--- src/rtl/sprite_pkg.sv ---
// Shared sprite geometry, transparency key, position record and control states
// used by the sprite mappers.
package sprite_pkg;

  localparam int         SPR_W       = 30;
  localparam int         SPR_H       = 30;
  localparam logic [4:0] TRANSPARENT = 5'd0;

  typedef struct packed {
    logic [9:0] x;
    logic [9:0] y;
    logic       en;
  } sprite_pos_t;

  typedef enum logic {
    ACCEPT = 1'b0,
    COMMIT = 1'b1
  } ctrl_state_t;

endpackage

--- src/rtl/sprite_hit_test.sv ---
// Coverage test of one sprite instance against the current pixel, also
// returning the pixel offset inside the sprite for ROM addressing.
module sprite_hit_test
  import sprite_pkg::*;
#(
  parameter int W = SPR_W,
  parameter int H = SPR_H
) (
  input  logic [9:0]  DrawX,
  input  logic [9:0]  DrawY,
  input  sprite_pos_t pos,
  output logic        hit,
  output logic [9:0]  dx,
  output logic [9:0]  dy
);

  logic [10:0] dx_ext;
  logic [10:0] dy_ext;

  // The borrow bit marks a pixel left of / above the sprite, so a sprite near
  // the right or bottom edge is clipped instead of reappearing at column 0.
  assign dx_ext = {1'b0, DrawX} - {1'b0, pos.x};
  assign dy_ext = {1'b0, DrawY} - {1'b0, pos.y};
  assign dx     = dx_ext[9:0];
  assign dy     = dy_ext[9:0];

  assign hit = pos.en & ~dx_ext[10] & ~dy_ext[10] &
               (dx < 10'(W)) & (dy < 10'(H));

endmodule

--- src/rtl/sprite_layer_arbiter.sv ---
// Shares one sprite ROM among several instances: per-pixel priority pick,
// ROM addressing, and frame-atomic position updates via shadow registers.
module sprite_layer_arbiter #(
  parameter int         NUM_SPRITES = 4,
  parameter int         SPR_W       = sprite_pkg::SPR_W,
  parameter int         SPR_H       = sprite_pkg::SPR_H,
  parameter logic [4:0] TRANSPARENT = sprite_pkg::TRANSPARENT,
  localparam int        IDW         = (NUM_SPRITES > 1) ? $clog2(NUM_SPRITES) : 1
) (
  input  logic            vga_clk,
  input  logic            reset,
  input  logic [9:0]      DrawX,
  input  logic [9:0]      DrawY,
  input  logic            blank,
  input  logic            frame_start,
  input  logic            req_valid,
  output logic            req_ready,
  input  logic [IDW-1:0]  req_id,
  input  logic [9:0]      req_x,
  input  logic [9:0]      req_y,
  input  logic            req_en,
  output logic [11:0]     rom_address,
  input  logic [4:0]      rom_q,
  output logic            pix_hit,
  output logic [4:0]      pix_index,
  output logic [IDW-1:0]  pix_id
);

  import sprite_pkg::*;

  ctrl_state_t state_q, state_d;
  sprite_pos_t shadow_q [NUM_SPRITES];
  sprite_pos_t active_q [NUM_SPRITES];

  logic [NUM_SPRITES-1:0] hit;
  logic [9:0]             dx [NUM_SPRITES];
  logic [9:0]             dy [NUM_SPRITES];

  logic                   hit_any;
  logic [IDW-1:0]         sel_id;
  logic [9:0]             dx_sel;
  logic [9:0]             dy_sel;

  logic                   hit1_q;
  logic [IDW-1:0]         sel1_q;
  logic                   blank1_q;

  logic                   pix_hit_d, pix_hit_q;
  logic [4:0]             pix_index_d, pix_index_q;
  logic [IDW-1:0]         pix_id_d, pix_id_q;

  always_ff @(posedge vga_clk) begin
    if (reset) state_q <= ACCEPT;
    else       state_q <= state_d;
  end

  always_comb begin
    state_d   = state_q;
    req_ready = 1'b0;
    case (state_q)
      ACCEPT: begin
        req_ready = ~reset;
        if (frame_start) state_d = COMMIT;
      end
      COMMIT: state_d = ACCEPT;
      default: state_d = ACCEPT;
    endcase
  end

  always_ff @(posedge vga_clk) begin
    if (reset) begin
      for (int i = 0; i < NUM_SPRITES; i++) shadow_q[i] <= '0;
    end else if (req_valid && req_ready) begin
      shadow_q[req_id] <= {req_x, req_y, req_en};
    end
  end

  // The scene seen by the hit test only changes in the single COMMIT cycle.
  always_ff @(posedge vga_clk) begin
    if (reset) begin
      for (int i = 0; i < NUM_SPRITES; i++) active_q[i] <= '0;
    end else if (state_q == COMMIT) begin
      active_q <= shadow_q;
    end
  end

  for (genvar g = 0; g < NUM_SPRITES; g++) begin : g_hit
    sprite_hit_test #(
      .W (SPR_W),
      .H (SPR_H)
    ) u_hit (
      .DrawX (DrawX),
      .DrawY (DrawY),
      .pos   (active_q[g]),
      .hit   (hit[g]),
      .dx    (dx[g]),
      .dy    (dy[g])
    );
  end

  // Scan from the highest index down so the lowest hitting index is left.
  always_comb begin
    hit_any = |hit;
    sel_id  = '0;
    dx_sel  = '0;
    dy_sel  = '0;
    for (int i = NUM_SPRITES - 1; i >= 0; i--) begin
      if (hit[i]) begin
        sel_id = IDW'(i);
        dx_sel = dx[i];
        dy_sel = dy[i];
      end
    end
  end

  assign rom_address = reset ? 12'd0 :
                       12'(dy_sel) * 12'(SPR_W) + 12'(dx_sel);

  always_ff @(posedge vga_clk) begin
    if (reset) begin
      hit1_q   <= 1'b0;
      sel1_q   <= '0;
      blank1_q <= 1'b0;
    end else begin
      hit1_q   <= hit_any;
      sel1_q   <= sel_id;
      blank1_q <= blank;
    end
  end

  // rom_q arrives alongside stage 1; a transparent texel hides everything below.
  always_comb begin
    pix_hit_d   = hit1_q & blank1_q & (rom_q != TRANSPARENT);
    pix_index_d = pix_hit_d ? rom_q  : 5'd0;
    pix_id_d    = pix_hit_d ? sel1_q : '0;
  end

  always_ff @(posedge vga_clk) begin
    if (reset) begin
      pix_hit_q   <= 1'b0;
      pix_index_q <= '0;
      pix_id_q    <= '0;
    end else begin
      pix_hit_q   <= pix_hit_d;
      pix_index_q <= pix_index_d;
      pix_id_q    <= pix_id_d;
    end
  end

  assign pix_hit   = pix_hit_q;
  assign pix_index = pix_index_q;
  assign pix_id    = pix_id_q;

endmodule

--- config.mk ---
export PLATFORM = sky130hd
export DESIGN_NAME = sprite_layer_arbiter
export DESIGN_NICKNAME = d
export VERILOG_FILES = /design/src/rtl/sprite_pkg.sv /design/src/rtl/sprite_hit_test.sv /design/src/rtl/sprite_layer_arbiter.sv
export SDC_FILE = /design/constraint.sdc
export NUM_CORES = 1
export LEC_CHECK = 0
export ABC_AREA = 1
export BUFFER_PORTS_ARGS = -buffer_cell sky130_fd_sc_hd__clkbuf_2
export CORE_MARGIN = 1.5
export CORE_UTILIZATION = 58
export CTS_CLUSTER_DIAMETER = 150
export DETAILED_ROUTE_END_ITERATION = 16
export HOLD_SLACK_MARGIN = 0.15
export PLACE_DENSITY = 0.87
export SLEW_MARGIN = 10
export SYNTH_ARGS = -nofsm -noshare
export SYNTH_HDL_FRONTEND = slang
export SYNTH_SLANG_ARGS = --single-unit
--- constraint.sdc ---
create_clock -name vga_clk -period 7.5 [get_ports vga_clk]
set_input_delay 0.375 -clock vga_clk [delete_from_list [all_inputs] [get_ports vga_clk]]
set_output_delay 0.375 -clock vga_clk [all_outputs]
set_load 0.01 [all_outputs]
# [After elaboration in Yosys (flattened, before gate mapping)]
# Cells that the tools add are included.
[word_totals] register_bits=181 input_bits=53 word_cells=107
[op_classes] addsub=9 mul=1 order_cmp=10 n_mux=18 bitwise=30 n_reduce_logical=7
[ops] op="subtractor 10 x 10 -> 11 bit" n=8
[ops] op="bitwise mux 84 bit" n=1
[ops] op="< comparator 10 x 5 -> 1 bit (second input constant)" n=8
[ops] op="2-to-1 mux 10 bit" n=8
[ops] op="demux 21 bit (select 2 bit)" n=1
[ops] op="2-to-1 mux 21 bit" n=1
[ops] op="AND 1 bit" n=18
[ops] op="adder 12 x 10 -> 12 bit" n=1
[ops] op="2-to-1 mux 12 bit" n=1
[ops] op="multiplier 10 x 4 -> 11 bit (second input constant)" n=1
[ops] op="NOT 1 bit" n=11
[ops] op="nonzero test 5 bit" n=1
[ops] op="2-to-1 mux 2 bit" n=2
[ops] op="OR reduction 2 bit" n=2
[ops] op="OR reduction 4 bit" n=1
[ops] op=">= comparator 3 bit (second input constant)" n=1
[ops] op="< comparator 3 x 1 -> 1 bit (second input constant)" n=1
[ops] op="2-to-1 mux 1 bit" n=3
[ops] op="NOT 2 -> 3 bit" n=1
[ops] op="OR reduction 3 bit" n=1
[ops] op="logical AND 1 bit" n=2
[ops] op="one-hot mux 1 bit (2 select lines)" n=1

# [Longest topological paths before layout]
# Gate-level depths: netlist of the first run.
[logic_depth] ltp_word=13 depth_mapped=45

# [Cells and area by module]
# Synthesis of the first run repeated with hierarchy kept, for this count alone.
[hier_totals] hier_cells=2067 hier_area_um2=13221.4
[by_module_without_submodules] mod="sprite_layer_arbiter" n_inst=1 cells_per_inst=1067 area_each_um2=7996.4
[by_module_without_submodules] mod="sprite_hit_test (g_hit[0].u_hit ...)" n_inst=3 cells_per_inst=250 area_each_um2=1318.8
[by_module_without_submodules] mod="sprite_hit_test (g_hit[3].u_hit)" n_inst=1 cells_per_inst=250 area_each_um2=1268.7

# [Worst setup path after synthesis of the first run]
# Ideal clock, no wire load.
[synth_timing] path_kind="input to output" start="input port DrawX[0]" end="output port rom_address[9]" arrival_time_ns=5.561 path_slack_ns=1.564 path_stages=35 n_path_buf=0 path_cell_list="inv_1 ha_1 inv_1 fa_1 or2_2 and3_1 nand3_1 o211ai_1 a21oi_1 nand4_1 nor2_4 and2_2 nand3_1 nand3_1 nand2_1 fa_1 inv_1 ha_1 nand3_1 nand2_1 fa_1 inv_1 ha_1 a21oi_1 nand2_1 nand2_1 inv_1 or2_2 a21oi_1 nor2_1 o21ai_0 nand2_1 nand2_1 nand2_1 nor2_1"
[synth_via] elab_chain_len=13 word_cells_on_any_way=39
[synth_rtl] element="start: declaration" line="sprite_layer_arbiter.sv:12" source="input logic [9:0] DrawX,"
[synth_rtl] element="branches (longest 11 deep; another with subtractor 10 x 10 -> 11 bit)"
[synth_rtl] element="adder 12 x 10 -> 12 bit *" line="sprite_layer_arbiter.sv:117" source="12'(dy_sel) * 12'(SPR_W) + 12'(dx_sel);"
[synth_rtl] element="2-to-1 mux 12 bit *" line="sprite_layer_arbiter.sv:116" source="assign rom_address = reset ? 12'd0 :"
[synth_rtl] element="end: declaration" line="sprite_layer_arbiter.sv:22" source="output logic [11:0] rom_address,"
# Mark *: on every way between the ends.

# [Final worst setup path of the first run]
[layout_timing] start="register active_q[1] (netlist name)" end="output port rom_address[11]"
[layout_via] elab_chain_len=12 word_cells_on_any_way=17
[layout_rtl] element="start: declaration" line="sprite_layer_arbiter.sv:33" source="sprite_pos_t active_q [NUM_SPRITES];"
[layout_rtl] element="start signal: assignment" line="sprite_layer_arbiter.sv:83" source="active_q <= shadow_q;"
[layout_rtl] element="subtractor 10 x 10 -> 11 bit *" line="sprite_hit_test.sv:23" source="assign dy_ext = {1'b0, DrawY} - {1'b0, pos.y};"
[layout_rtl] element="branches (longest 9 deep; another with multiplier 10 x 4 -> 11 bit)"
[layout_rtl] element="adder 12 x 10 -> 12 bit *" line="sprite_layer_arbiter.sv:117"
[layout_rtl] element="2-to-1 mux 12 bit *" line="sprite_layer_arbiter.sv:116"
# Marks and branches as above.

==> run_results.csv, run 1 <==
group,metric,value,unit
synth,synth_warnings,0,
setup_path,crit_type,"reg -> out",
cts,cts_tree,"done",
synth,dominant_register_cell_in_the_synthesized_netlist,"dfxtp_1",
setup_path,setup.worst_path.start_class,"register",
grt,grt_remaining_overflow,0,
setup_path,crit_reg_reg_endpoint,"hit1_q",
placement,port_buffers,73,
drt,dr.pass1.iters,6,
synth,post_synth_instance_area,12400,um^2
setup_path,path_common_cell,"nand2_1",
floorplanning,floorplan.die_area,22300,um^2
final_layout,final.fill_count,1867,
drt,routed-wl-met2,15800,um
drt,met3_length,3240,um
synth,fraction_of_post_synthesis_cell_area_in_the_top_cell_type_by_area,0.292,
floorplanning,die-width,149,um
final_layout,nNetsFinal,2120,
cts,cts.root.buffer_cell,"clkbuf_16",
cts,clk_latency,0.44,ns
grt,wire_length_of_the_first_global_routing_pass,56000,um
power_and_ir_drop,switching_power,0.000922,W
drt,drtAntennaViolNets,0,
cts,clk_pin_slew,0.07,ns
setup_path,worst_path_largest_cell_delay,0.51,ns
drt,post_drt_via_cell_ratio,5.51,
power_and_ir_drop,ir_drop,0.000154,V
floorplanning,die_y_extent,149,um
power_and_ir_drop,p_leak,6.66,nW
setup_path,worst_r2r_startpoint,"active_q[64]",
timing,maxSlewViolCount,0,
timing,worst_pin_slew,1.17,ns
floorplanning,initial_utilization,0.590,
hold_path,min_delay_worst_endpoint,"pix_index[2]",
final_layout,post-route-cell-area,13600,um^2
grt,grt_pass1_vias,11000,
hold_path,holdCritStartpoint,"rom_q[2]",
grt,globalRouteTotalUtil,0.323,
placement,post_placement_cell_area,13000,um^2
final_layout,layout_commonest_cell,"nand2_1",
final_layout,final_util,0.647,
synth,postSynthCellCount,1883,
synth,synth_area_leaders,"dfxtp_1 (29%), nand2_1 (11%), ha_1 (10%)",
synth,post_synth.cell_area_avg,6.59,um^2
timing,worst_slew_margin_rel,0.220,
setup_path,setup.worst_path.end_class,"primary output",
power_and_ir_drop,clock_power_share,0.338,
power_and_ir_drop,p_seq_frac,0.395,
drt,drc_errors,0,
drt,maxUsedRoutingLayer,"met5",
cts,cts_buffer_depth,2,
synth,synth_cell_type_count,44,
final_layout,highest_count_cells_in_the_layout_ignoring_fill_and_taps,"nand2_1 (358), inv_1 (324), nor2_1 (197), o21ai_0 (189), dfxtp_1 (179)",
power_and_ir_drop,power_per_cell_area,191,nW/um^2
floorplanning,core_region,21000,um^2
placement,pre_cts_slack,0.550,ns
placement,dp_hpwl,27500,um
setup_path,setup.reg_to_reg.worst_slack,4.66,ns
synth,count_of_flip_flops_with_a_built_in_enable_after_synthesis,0,
timing,final_hold_viol_count,0,
placement,routabilityCongestion,0.970,
final_layout,count_of_inserted_antenna_diode_cells,0,
final_layout,areaGrowthSynthToFinish,9.73,%
final_layout,drive_gt1_frac,0.0761,
cts,clock-sinks,181,
timing,setup_viol_count_final,0,
cts,cts-htree-levels,4,
run,timing.max_cap.violations,0,
final_layout,multi_input_area,7370,um^2
timing,worst_slack,0.471,ns
final_layout,area.sequential,3630,um^2
drt,total_routed_length,35700,um
power_and_ir_drop,totalPowerFinal,0.00260,W
floorplanning,io_pins,74,
drt,vias,12300,
setup_path,arrival,6.65,ns
timing,worst_clock_skew,0.00986,ns
timing,grt_setup_unrepaired,"no",
hold_path,hold_depth,3,
drt,number_of_drc_markers_in_iteration_0,911,
cts,cts-buffers-inserted,17,
grt,antenna_found_initial,1,
timing,final.period_utilization,0.937,
drt,wirelength_met1,15600,um
timing,setup_total_negative_slack,0,ns
power_and_ir_drop,switching_fraction,0.355,
drt,drt-wirelength-per-cell,16.0,um
setup_path,crit_path_top_delay_cell,"fa_1",
synth,synth_sequential_area_ratio,0.292,
setup_path,crit_fanout,6,
grt,maximum_number_of_pins_on_one_net_before_global_route_repair,95,
floorplanning,core.rowCount,53,
timing,finalCriticalPeriod,7.03,ns
power_and_ir_drop,power_frac_comb,0.268,
timing,upper_clock_frequency_limit,142,MHz
hold_path,timing.hold.worst.class,"in -> reg",
synth,cell_type_with_the_highest_aggregate_area_in_the_netlist,"dfxtp_1",
run_status,outcome,"finished, final reports clean",
setup_path,worst_r2r_path_depth,14,
power_and_ir_drop,intPower,0.00168,W
synth,synth-seq-cells,181,
synth,synth-async-reset-ratio,0,
setup_path,critical_path_required,7.12,ns
==> per-layer routing <==
metal	vias up	GRT usage
met1	5570	0.441
met2	491	0.514
met5	-	0
li1	6165	-
met4	2	0.108
met3	85	0.0596
==> worst max path at each step <==
stage                 startpoint              end  cells after the start
global route         active_q[1]  rom_address[11]                     38
floorplan               DrawX[0]   rom_address[9]                     35
global placement        DrawY[0]  rom_address[11]                     44
detailed placement      DrawY[1]  rom_address[11]                     38
CTS                 active_q[64]  rom_address[11]                     37
finish               active_q[1]  rom_address[11]                     38
==> power by group through the flow <==
stage                     clock [W]  sequential, W  combinational, W
after global routing       0.000918        0.00103          0.000777
final                      0.000877        0.00103          0.000695
after floorplan                   0        0.00104          0.000487
after global placement            0        0.00104          0.000661
after detailed placement          0        0.00105          0.000671
after CTS                  0.000881        0.00102          0.000677
==> what timing repair did <==
| item | 4_1_cts | 5_1_grt |
|---|---|---|
| buffers inserted | 0 | 5 |
| gates resized for setup | 0 | 4 |
| setup endpoints to repair | 0 | 3 |
| endpoints found under the hold margin | 1 | 0 |
| hold buffers | 1 | 0 |
==> state kept, by name, indices dropped and copies added, names as in the netlist <==
name and cells:
state_q 1, hit1_q 1, pix_index 5, pix_id 2, active_q 84, pix_hit 1
sel1_q 2, shadow_q 84, blank1_q 1
==> logic make-up (layout without fill, tap and decap cells) <==
kind of cell,after synthesis,in the layout,synth area share
compound gates,393,393,0.164
xor+xnor,29,29,0.0211
fa+ha+maj,122,122,0.136
buf+inv,388,446,0.120
flops,181,181,0.292
other cells,2,19,0.000606
simple gates,768,768,0.266
==> synth_stat cells (all sizes together), types with 2 or more instances <==
library cell  count
o211ai            2
o21ai           192
xor2             17
ha              100
buf               5
nand4            37
a31oi             6
o21bai            9
and2              3
xnor2            12
or2               9
inv             328
nor3b             2
nand3           120
fa               22
nor2            203
a21oi           181
nand3b           15
dfxtp           181
nor3             12
conb              2
clkbuf           55
nand2           361
and3              6
==> worst max-delay path: cells and delay by family (launching register included) <==
| kind | cells | cell delay [ns] |
|---|---|---|
| AO/OA/AOI/OAI | 4 | 0.52 |
| adder cells (fa/ha/maj) | 6 | 2.24 |
| buffers and inverters | 5 | 0.34 |
| flip-flops | 1 | 0.44 |
| AND/OR/NAND/NOR | 23 | 2.67 |
==> layout make-up <==
| type | instances | area share |
|---|---|---|
| multi-input cells | 1331 | 0.542 |
| flip-flops and latches | 181 | 0.266 |
| inverters | 328 | 0.0906 |
| repair buffers | 86 | 0.0342 |
| clock buffers | 17 | 0.0313 |
| well taps | 275 | 0.0253 |
| clock inverters | 15 | 0.0104 |
==> stage by stage <==
stage,hold slack [ns],cells
2_1_floorplan,0.394,1900
3_5_place_dp,0.404,2195
5_1_grt,0.155,2233
4_1_cts,0.151,2228
3_3_place_gp,0.401,2195
6_report,0.153,2233
(Power assumes the default switching activity.)
==> run 2, diff against run 1 <==
Settings changed: CORE_MARGIN 1.5 to default.
==> run_results.csv, run 2 (synthesis gave the netlist of run 1 again) <==
group,metric,value,unit
timing,worst_slew_margin_rel,0.342,
placement,pre_cts_slack,0.599,ns
hold_path,min_delay_worst_endpoint,"pix_index[0]",
grt,antenna_found_initial,0,
grt,grt_remaining_overflow,0,
setup_path,critical_path_required,7.12,ns
cts,cts-htree-levels,4,
power_and_ir_drop,ir_drop,0.000145,V
floorplanning,core.rowCount,53,
timing,final.period_utilization,0.944,
floorplanning,floorplan.die_area,22000,um^2
hold_path,hold_depth,3,
hold_path,timing.hold.worst.class,"in -> reg",
drt,vias,12600,
grt,grt_pass1_vias,11300,
drt,total_routed_length,36100,um
drt,post_drt_via_cell_ratio,5.62,
timing,maxSlewViolCount,0,
setup_path,path_common_cell,"nand2_1",
run,timing.max_cap.violations,0,
timing,grt_setup_unrepaired,"no",
power_and_ir_drop,p_seq_frac,0.387,
setup_path,critical_path_buf_inv_count,5,
final_layout,final.fill_count,1871,
floorplanning,io_pins,74,
setup_path,crit_path_top_delay_cell,"fa_1",
setup_path,setup.worst_path.start_class,"register",
power_and_ir_drop,totalPowerFinal,0.00265,W
grt,globalRouteTotalUtil,0.332,
setup_path,crit_type,"reg -> out",
power_and_ir_drop,p_leak,6.67,nW
setup_path,setup.reg_to_reg.worst_slack,4.61,ns
timing,setup_viol_count_final,0,
cts,clk_pin_slew,0.08,ns
timing,final_hold_viol_count,0,
cts,cts.root.buffer_cell,"clkbuf_16",
setup_path,arrival,6.70,ns
final_layout,layout_commonest_cell,"nand2_1",
drt,drt-wirelength-per-cell,16.2,um
final_layout,count_of_inserted_antenna_diode_cells,0,
power_and_ir_drop,intPower,0.00172,W
power_and_ir_drop,power_per_cell_area,194,nW/um^2
cts,clock-sinks,181,
power_and_ir_drop,switching_fraction,0.351,
cts,cts_buffer_depth,2,
setup_path,worst_path_largest_cell_delay,0.51,ns
drt,number_of_drc_markers_in_iteration_0,1183,
setup_path,setup.worst_path.end_class,"primary output",
timing,worst_clock_skew,0.00975,ns
cts,cts-buffers-inserted,17,
floorplanning,initial_utilization,0.590,
timing,finalCriticalPeriod,7.08,ns
grt,wire_length_of_the_first_global_routing_pass,56900,um
power_and_ir_drop,power_frac_comb,0.262,
final_layout,nNetsFinal,2122,
grt,maximum_number_of_pins_on_one_net_before_global_route_repair,130,
power_and_ir_drop,switching_power,0.000931,W
setup_path,worst_r2r_startpoint,"active_q[11]",
hold_path,holdCritStartpoint,"rom_q[0]",
floorplanning,die-width,148,um
floorplanning,die_y_extent,148,um
setup_path,crit_fanout,21,
placement,port_buffers,73,
floorplanning,core_region,21000,um^2
setup_path,crit_family,"simple AND/OR/NAND/NOR gates",
cts,clk_latency,0.44,ns
setup_path,worst_r2r_path_depth,13,
power_and_ir_drop,clock_power_share,0.351,
drt,drc_errors,0,
placement,routabilityCongestion,1.02,
final_layout,areaGrowthSynthToFinish,10.2,%
drt,dr.pass1.iters,8,
timing,setup_total_negative_slack,0,ns
timing,worst_slack,0.420,ns
run_status,outcome,"finished, final reports clean",
setup_path,crit_reg_reg_endpoint,"sel1_q[1]",
final_layout,drive_gt1_frac,0.0745,
placement,dp_hpwl,27200,um
timing,upper_clock_frequency_limit,141,MHz
final_layout,highest_count_cells_in_the_layout_ignoring_fill_and_taps,"nand2_1 (356), inv_1 (324), nor2_1 (197), o21ai_0 (189), dfxtp_1 (180)",
setup_path,critical_path_origin,"active_q[66]",
drt,drtAntennaViolNets,0,
timing,worst_pin_slew,0.987,ns
cts,cts_tree,"done",
[run 2: power groups by stage]
stage,logic (W),clock network [W],registers (W)
floorplan,0.000487,0,0.00104
global placement,0.000653,0,0.00104
detailed placement,0.000666,0,0.00105
CTS,0.000675,0.000929,0.00102
global route,0.000778,0.000966,0.00103
finish,0.000695,0.000929,0.00103
[run 2: cell type report]
cell class / instances / area, um^2 / area share
Multi-Input combinational cell: 1332 / 7380 / 0.540
Clock inverter: 14 / 179 / 0.0131
Inverter: 328 / 1230 / 0.0902
Tap cell: 275 / 344 / 0.0252
Timing Repair Buffer: 87 / 480 / 0.0352
Clock buffer: 18 / 429 / 0.0314
Sequential cell: 181 / 3620 / 0.265
[run 2: through the flow]
stage | utilization | hold slack, ns | std cells | area, um^2
after floorplan | - | 0.394 | 1900 | 12500
after global placement | 0.618 | 0.399 | 2195 | 13000
after detailed placement | 0.618 | 0.412 | 2195 | 13000
after CTS | 0.648 | 0.164 | 2231 | 13600
after global routing | 0.650 | 0.181 | 2235 | 13700
final | 0.650 | 0.161 | 2235 | 13700
[run 2: metal layers]
metal  global-route usage  part of all wire
met2                0.522              0.44
met4                0.146             0.040
met1                0.455              0.44
met3               0.0442             0.087
met5                    0                 0
[run 2: worst min-delay path: cells and delay by family]
family        cells  cell delay, ns
simple gates      1            0.04
buf+inv           2            0.14
[run 2: what timing repair did]
item | in CTS | in global routing
gates resized for setup | 0 | 2
endpoints found under the hold margin | 4 | 0
setup buffers | 0 | 3
hold buffers | 4 | 0
setup endpoints to repair | 0 | 3
[run 2: worst max path at each step]
stage / end / slack [ns] / cells after the start
detailed placement: rom_address[11] / 0.60 / 38
global route: rom_address[9] / 0.01 / 37
global placement: rom_address[11] / 0.73 / 38
finish: rom_address[11] / 0.42 / 37
floorplan: rom_address[9] / 1.56 / 35
CTS: rom_address[11] / 0.34 / 37
